[config.mk]
export PLATFORM = sky130hd
export DESIGN_NAME = bar_frame_scheduler
export DESIGN_NICKNAME = d
export VERILOG_FILES = /design/src/rtl/bar_pkg.sv /design/src/rtl/bar_peak_tracker.sv /design/src/rtl/bar_frame_scheduler.sv
export SDC_FILE = /design/constraint.sdc
export NUM_CORES = 1
export LEC_CHECK = 0
export CAP_MARGIN = 25
export CORE_MARGIN = 2
export CORE_UTILIZATION = 55
export CTS_CLUSTER_SIZE = 16
export DETAILED_ROUTE_END_ITERATION = 12
export GPL_ROUTABILITY_DRIVEN = 0
export GPL_TIMING_DRIVEN = 0
export PLACE_DENSITY = 0.73
export SETUP_SLACK_MARGIN = 0.1
export SLEW_MARGIN = 10
export SYNTH_ARGS = -nofsm -noshare
export SYNTH_HDL_FRONTEND = slang
export SYNTH_SLANG_ARGS = --single-unit
[constraint.sdc]
create_clock -name Clk -period 24.9 [get_ports Clk]
set_input_delay 6.225 -clock Clk [delete_from_list [all_inputs] [get_ports Clk]]
set_output_delay 6.225 -clock Clk [all_outputs]
set_load 0.01 [all_outputs]
[src/rtl/bar_pkg.sv]
// Shared types and constants for the bar-height frame scheduler.
package bar_pkg;

  typedef enum logic [1:0] {IDLE, FILL, READY} wr_state_t;

  localparam int H_VIS = 480;
  localparam int V_VIS = 640;

  // A bin magnitude is a height in pixels; anything taller than the screen fills the column.
  function automatic logic [9:0] sat_height(input logic [9:0] mag);
    return (mag > 10'(H_VIS)) ? 10'(H_VIS) : mag;
  endfunction

endpackage

[src/rtl/bar_peak_tracker.sv]
// Per-bar falling peak markers, refreshed from the new front bank on every swap.
// Only built when PEAK_HOLD_EN is defined.
`ifdef PEAK_HOLD_EN
module bar_peak_tracker
  #(parameter int NUM_BARS = 16,
    parameter int MAG_W    = 9,
    parameter int DECAY    = 2,
    localparam int IDX_W   = $clog2(NUM_BARS))
  (input  logic                      Clk,
   input  logic                      Reset,
   input  logic                      swap,
   input  logic [NUM_BARS*MAG_W-1:0] new_heights,
   input  logic [IDX_W-1:0]          rd_idx,
   output logic [MAG_W-1:0]          rd_peak);

  logic [MAG_W-1:0] peak [NUM_BARS];

  function automatic logic [MAG_W-1:0] next_peak(input logic [MAG_W-1:0] h,
                                                 input logic [MAG_W-1:0] p);
    logic [MAG_W-1:0] d;
    d = (p > MAG_W'(DECAY)) ? p - MAG_W'(DECAY) : '0;
    return (h > d) ? h : d;
  endfunction

  always_ff @(posedge Clk or posedge Reset) begin
    if (Reset) begin
      for (int i = 0; i < NUM_BARS; i++) peak[i] <= '0;
    end else if (swap) begin
      for (int i = 0; i < NUM_BARS; i++)
        peak[i] <= next_peak(new_heights[i*MAG_W +: MAG_W], peak[i]);
    end
  end

  assign rd_peak = peak[rd_idx];

endmodule
`endif

[src/rtl/bar_frame_scheduler.sv]
// Double-buffered bar-height store: producer fills the back bank, banks swap on vsync falling edge.
// Define PEAK_HOLD_EN to add decaying per-bar peak markers (peak_on); otherwise peak_on is 0.
module bar_frame_scheduler
  import bar_pkg::*;
  #(parameter int NUM_BARS = 16,
    parameter int MAG_W    = 9,
    parameter int BAR_W    = 40,
    parameter int DECAY    = 2,
    localparam int IDX_W   = $clog2(NUM_BARS))
  (input  logic             Clk,
   input  logic             Reset,
   input  logic             bin_valid,
   output logic             bin_ready,
   input  logic [IDX_W-1:0] bin_idx,
   input  logic [MAG_W-1:0] bin_mag,
   input  logic             bin_last,
   input  logic             vs,
   input  logic [9:0]       DrawX,
   input  logic [9:0]       DrawY,
   output logic             bar_on,
   output logic             peak_on,
   output logic [7:0]       swap_count,
   output logic             overrun);

  localparam logic [9:0] BAR_W10 = 10'(BAR_W);
  localparam logic [9:0] SPAN    = 10'(NUM_BARS * BAR_W);

  wr_state_t        state;
  logic             bank_sel;
  logic             vs_q;
  logic [MAG_W-1:0] bank [2][NUM_BARS];

  logic             accept;
  logic             frame_edge;
  logic             swap_pulse;
  logic             idx_ok;
  logic [MAG_W-1:0] wr_mag;

  assign accept     = bin_valid && bin_ready;
  assign frame_edge = vs_q && !vs;
  assign swap_pulse = (state == READY) && frame_edge;
  assign wr_mag     = MAG_W'(sat_height(10'(bin_mag)));

  // Out-of-range indices are only possible when NUM_BARS is not a power of two.
  if ((1 << IDX_W) == NUM_BARS) begin : g_idx_full
    assign idx_ok = 1'b1;
  end else begin : g_idx_part
    assign idx_ok = bin_idx < IDX_W'(NUM_BARS);
  end

  // bin_ready is registered from the next state so it is already low in the READY cycle.
  always_ff @(posedge Clk or posedge Reset) begin
    if (Reset) begin
      state      <= IDLE;
      bin_ready  <= 1'b0;
      bank_sel   <= 1'b0;
      swap_count <= '0;
      overrun    <= 1'b0;
      vs_q       <= 1'b0;
      for (int b = 0; b < 2; b++)
        for (int i = 0; i < NUM_BARS; i++) bank[b][i] <= '0;
    end else begin
      vs_q <= vs;
      case (state)
        IDLE, FILL: begin
          bin_ready <= !(accept && bin_last);
          if (accept) begin
            if (idx_ok) bank[~bank_sel][bin_idx] <= wr_mag;
            state <= bin_last ? READY : FILL;
          end
          // A spectrum that completes on the edge cycle is not late; it just swaps next frame.
          if (frame_edge && state == FILL && !(accept && bin_last)) overrun <= 1'b1;
        end
        READY: begin
          if (swap_pulse) begin
            bank_sel   <= ~bank_sel;
            swap_count <= swap_count + 8'd1;
            state      <= IDLE;
            bin_ready  <= 1'b1;
          end
        end
        default: begin
          state     <= IDLE;
          bin_ready <= 1'b1;
        end
      endcase
    end
  end

  logic [IDX_W-1:0] col;
  logic [9:0]       row_up;
  logic [MAG_W-1:0] front_h;
  logic             in_col;
  logic             bar_on_d;
  logic             peak_on_d;

  assign col     = IDX_W'(DrawX / BAR_W10);
  assign row_up  = 10'(H_VIS - 1) - DrawY;
  assign front_h = bank[bank_sel][col];
  assign in_col  = (DrawX < SPAN) && (DrawX < 10'(V_VIS)) &&
                   ((DrawX % BAR_W10) != (BAR_W10 - 10'd1)) && (DrawY < 10'(H_VIS));
  assign bar_on_d = in_col && (row_up < 10'(front_h));

`ifdef PEAK_HOLD_EN
  logic [NUM_BARS*MAG_W-1:0] back_flat;
  logic [MAG_W-1:0]          peak_h;

  // The bank about to become front is the one the tracker folds into the peaks.
  always_comb begin
    back_flat = '0;
    for (int i = 0; i < NUM_BARS; i++) back_flat[i*MAG_W +: MAG_W] = bank[~bank_sel][i];
  end

  bar_peak_tracker #(.NUM_BARS(NUM_BARS), .MAG_W(MAG_W), .DECAY(DECAY)) u_peak (
    .Clk         (Clk),
    .Reset       (Reset),
    .swap        (swap_pulse),
    .new_heights (back_flat),
    .rd_idx      (col),
    .rd_peak     (peak_h));

  assign peak_on_d = in_col && (peak_h != '0) &&
                     ((row_up == 10'(peak_h)) || (row_up == 10'(peak_h) + 10'd1));
`else
  assign peak_on_d = 1'b0;
`endif

  always_ff @(posedge Clk or posedge Reset) begin
    if (Reset) begin
      bar_on  <= 1'b0;
      peak_on <= 1'b0;
    end else begin
      bar_on  <= bar_on_d;
      peak_on <= peak_on_d;
    end
  end

endmodule

==> results.py <==
metrics = {
    "run_status": {
        "status": "finished, final reports clean",
    },
    "route": {
        "drt_iter0_drc": 895,
        "wl_um": 36800,
        "wire_per_inst_um": 22.7,
        "first_pass_iters": 5,
        "ant_nets": 0,
        "vias": 9902,
        "via_per_inst": 6.12,
        "drc": 0,
    },
    "layout": {
        "fin_nets": 1308,
        "n_antenna_cell": 0,
        "drive_gt1_share_pct": 26.9,
        "synthToLayoutAreaGrowth_pct": 14.0,
        "fillers": 2011,
        "fin_area_um2": 16600,
    },
    "global_routing": {
        "grt_pass1_wl_um": 58400,
        "use_met3_pct": 4.80,
        "grt_util_met2_pct": 43.4,
        "grt_pass1_vias": 10200,
        "overflow": 0,
        "grt_usage_pct": 27.1,
        "antenna_found_initial": 0,
        "busiest_layer": "met2",
        "grt_max_degree": 98,
        "grt_use_met1_pct": 39.0,
    },
    "cts": {
        "post_cts_resized": 0,
        "post-cts-setup-buffers": 0,
        "clk_path_buf_depth": 3,
        "cts_tree": "yes",
        "cts.htree.levels": 1,
        "clk-insertion-delay-late_ps": 570,
        "cts_made_buffers": 31,
        "cts_hold_buf": 0,
        "root_buffer": "clkbuf_16",
        "clk_pin_slew_worst_paths_ps": 60,
        "cts.sinks": 303,
    },
    "timing": {
        "fmax_ghz": 0.0902,
        "min_period_ps": 11080,
        "rsz0062_at_grt": "no",
        "worst_slack_ps": 13820,
        "report.final.slew_viol_count": 0,
        "tns_ps": 0,
        "finalHoldViolCount": 0,
        "setup-violations-final": 0,
        "timing.final.crit_share_pct": 44.5,
        "maxSlewHeadroom_pct": 29.2,
        "clock_skew_ps": 10.2,
        "worst_slew_pin_slew_ps": 1060,
    },
    "synth": {
        "yosys_warnings": 0,
        "yosys-top-cells-area": "dfrtp_1 52%, mux2_2 15%, mux4_2 11%, nand2_1 4.7%, o21ai_0 3.8%",
        "syn-num-nets": 1220,
        "synth-main-ff-cell": "dfrtp_1",
        "ys_ff_latch": 303,
        "synthCells": 1172,
        "synth_edf_count": 0,
        "synth_top_area_share_pct": 52.0,
        "synth_area_um2": 14600,
        "synthArstFlopShare_pct": 100,
        "synth_top_cell_by_area": "dfrtp_1",
        "synth_most_common_cell": "dfrtp_1",
        "syn_avg_cell_area_um2": 12.4,
        "synth_top_cells_by_count": "303 x dfrtp_1, 189 x mux2_2, 184 x nand2_1",
        "ys_seq_area_share_pct": 52.0,
        "synth_cell_types": 60,
    },
    "setup_path": {
        "worstPathMaxFanout": 10,
        "reg2reg_setup_slack_ps": 19780,
        "r2r_start": "bank_sel",
        "r2r_end": "bar_on",
        "crit_type": "in -> reg",
        "startpoint_type": "input port",
        "crit_start": "DrawX[5]",
        "r2r_cells": 18,
        "cp.required_ps": 25410,
        "arrival_ps": 11590,
        "end_kind": "flip-flop",
    },
    "run": {
        "maxCapViolCount": 0,
    },
    "hold_path": {
        "holdPathEnd": "bank[99]",
        "hold_path_depth": 2,
        "min_path_type": "reg -> reg",
        "hold_start": "bank[99]",
    },
    "floorplanning": {
        "rows": 59,
        "start_util_pct": 55.9,
        "die_x_um": 167,
        "io_pins": 50,
        "core_um2": 26100,
        "die_area_um2": 27800,
        "die_y_um": 167,
    },
    "power": {
        "power_density_nw_per_um2": 102,
        "power_leakage_nw": 7.40,
        "max-vdd-ir-drop_mv": 0.0722,
    },
    "placed_design": {
        "numPortBuffers": 45,
        "place_ws_ps": 13290,
        "detailed_place_hpwl_um": 26000,
        "dpl_cell_area_um2": 15600,
    },
}
## logic make-up after synthesis
family / Yosys count / share of synthesized area, %
AOI/OAI and AO/OA: 180 / 7.68
xor gates and xnor gates: 12 / 0.721
adders and majority gates: 10 / 0.859
buffers and inverters: 102 / 3.43
DFF: 303 / 52.0
muxes: 275 / 26.4
other: 1 / 0.0257
and+or+nand+nor: 289 / 8.90
## critical path, stage by stage
cell	delay [ps]
clkdlybuf4s50_1	590
nor2b_1	310
nand2b_1	240
a2bb2oi_1	690
and2_4	270
buf_8	160
buf_6	240
mux4_2	580
mux2i_1	280
a32oi_1	110
nand2_1	180
ha_1	260
a21o_1	180
a21o_1	170
a21o_1	170
a21oi_1	140
nor2b_1	50
o21ai_0	150
o2111ai_1	150
nor4_1	290
a21o_1	150
## per-layer routing
metal	share of wire, %	routed length, µm
met3	6.2	2290
met2	47	17400
met5	0	0
met4	2.6	956
met1	44	16100
## how the worst max path moves through the flow
stage                     endpoint  slack [ps]  cells after the start
after floorplan            bank[0]       10300                      1
after detailed placement    bar_on       13290                     21
after global placement    bank[76]        6580                      2
after CTS                   bar_on       13850                     21
after global routing        bar_on       13580                     21
final                       bar_on       13820                     21
## report_power, final
part	switching (mW)	total, mW	leakage [nW]	internal, mW
logic	0.226	0.481	2.90	0.255
clock network	0.193	0.464	0.498	0.271
registers	0.0909	0.756	4.01	0.665
total	0.510	1.70	7.40	1.19
## stage by stage
stage / total power, mW / instances / hold WS [ps] / utilization (%)
3_5_place_dp: 1.24 / 1560 / 463 / 59.8
6_report: 1.70 / 1619 / 469 / 63.7
2_1_floorplan: 1.09 / 1172 / 442 / -
3_3_place_gp: 1.22 / 1552 / 455 / 59.3
5_1_grt: 1.78 / 1619 / 498 / 63.7
4_1_cts: 1.70 / 1617 / 476 / 63.7
## cell usage in the layout, fill, tap and decap left out, types with 5 or more instances in the layout
| cell type | Yosys | routed |
|---|---|---|
| nand2_1 | 184 | 184 |
| and2_1 | 9 | 9 |
| mux2_2 | 189 | 189 |
| clkdlybuf4s50_1 | 0 | 45 |
| nand4_1 | 8 | 8 |
| inv_1 | 11 | 10 |
| a21o_1 | 6 | 6 |
| mux4_2 | 68 | 68 |
| o211ai_1 | 6 | 6 |
| a21oi_1 | 9 | 9 |
| buf_2 | 5 | 5 |
| nand3_1 | 13 | 13 |
| buf_4 | 4 | 9 |
| clkbuf_1 | 67 | 78 |
| a32oi_1 | 18 | 18 |
| xor2_1 | 6 | 6 |
| mux2i_1 | 18 | 18 |
| clkinv_2 | 0 | 5 |
| buf_6 | 6 | 8 |
| ha_1 | 10 | 10 |
| o21ai_0 | 111 | 111 |
| nor2b_1 | 9 | 9 |
| nand2b_1 | 8 | 8 |
| xnor2_1 | 6 | 6 |
| nor2_1 | 31 | 28 |
| clkbuf_16 | 0 | 31 |
| clkbuf_8 | 0 | 7 |
| dfrtp_1 | 303 | 303 |
## area by class of cell
| type | instances | area (µm²) | area share (%) |
|---|---|---|---|
| plain buffers | 90 | 454 | 2.73 |
| clock buffers | 49 | 913 | 5.50 |
| repair buffers | 55 | 593 | 3.57 |
| multi-input cells | 767 | 6500 | 39.1 |
| well taps | 335 | 419 | 2.52 |
| inverters | 12 | 52.6 | 0.316 |
| flip-flops and latches | 303 | 7580 | 45.6 |
| clock inverters | 8 | 93.8 | 0.565 |
## state kept, by name, summed over array words and instances (netlist names)
| signal | flops |
|---|---|
| bank | 288 |
| swap_count | 8 |
| state | 2 |
| bank_sel | 1 |
| bar_on | 1 |
| bin_ready | 1 |
| overrun | 1 |
| vs_q | 1 |
Note: power is estimated with default switching activity, not from simulation.
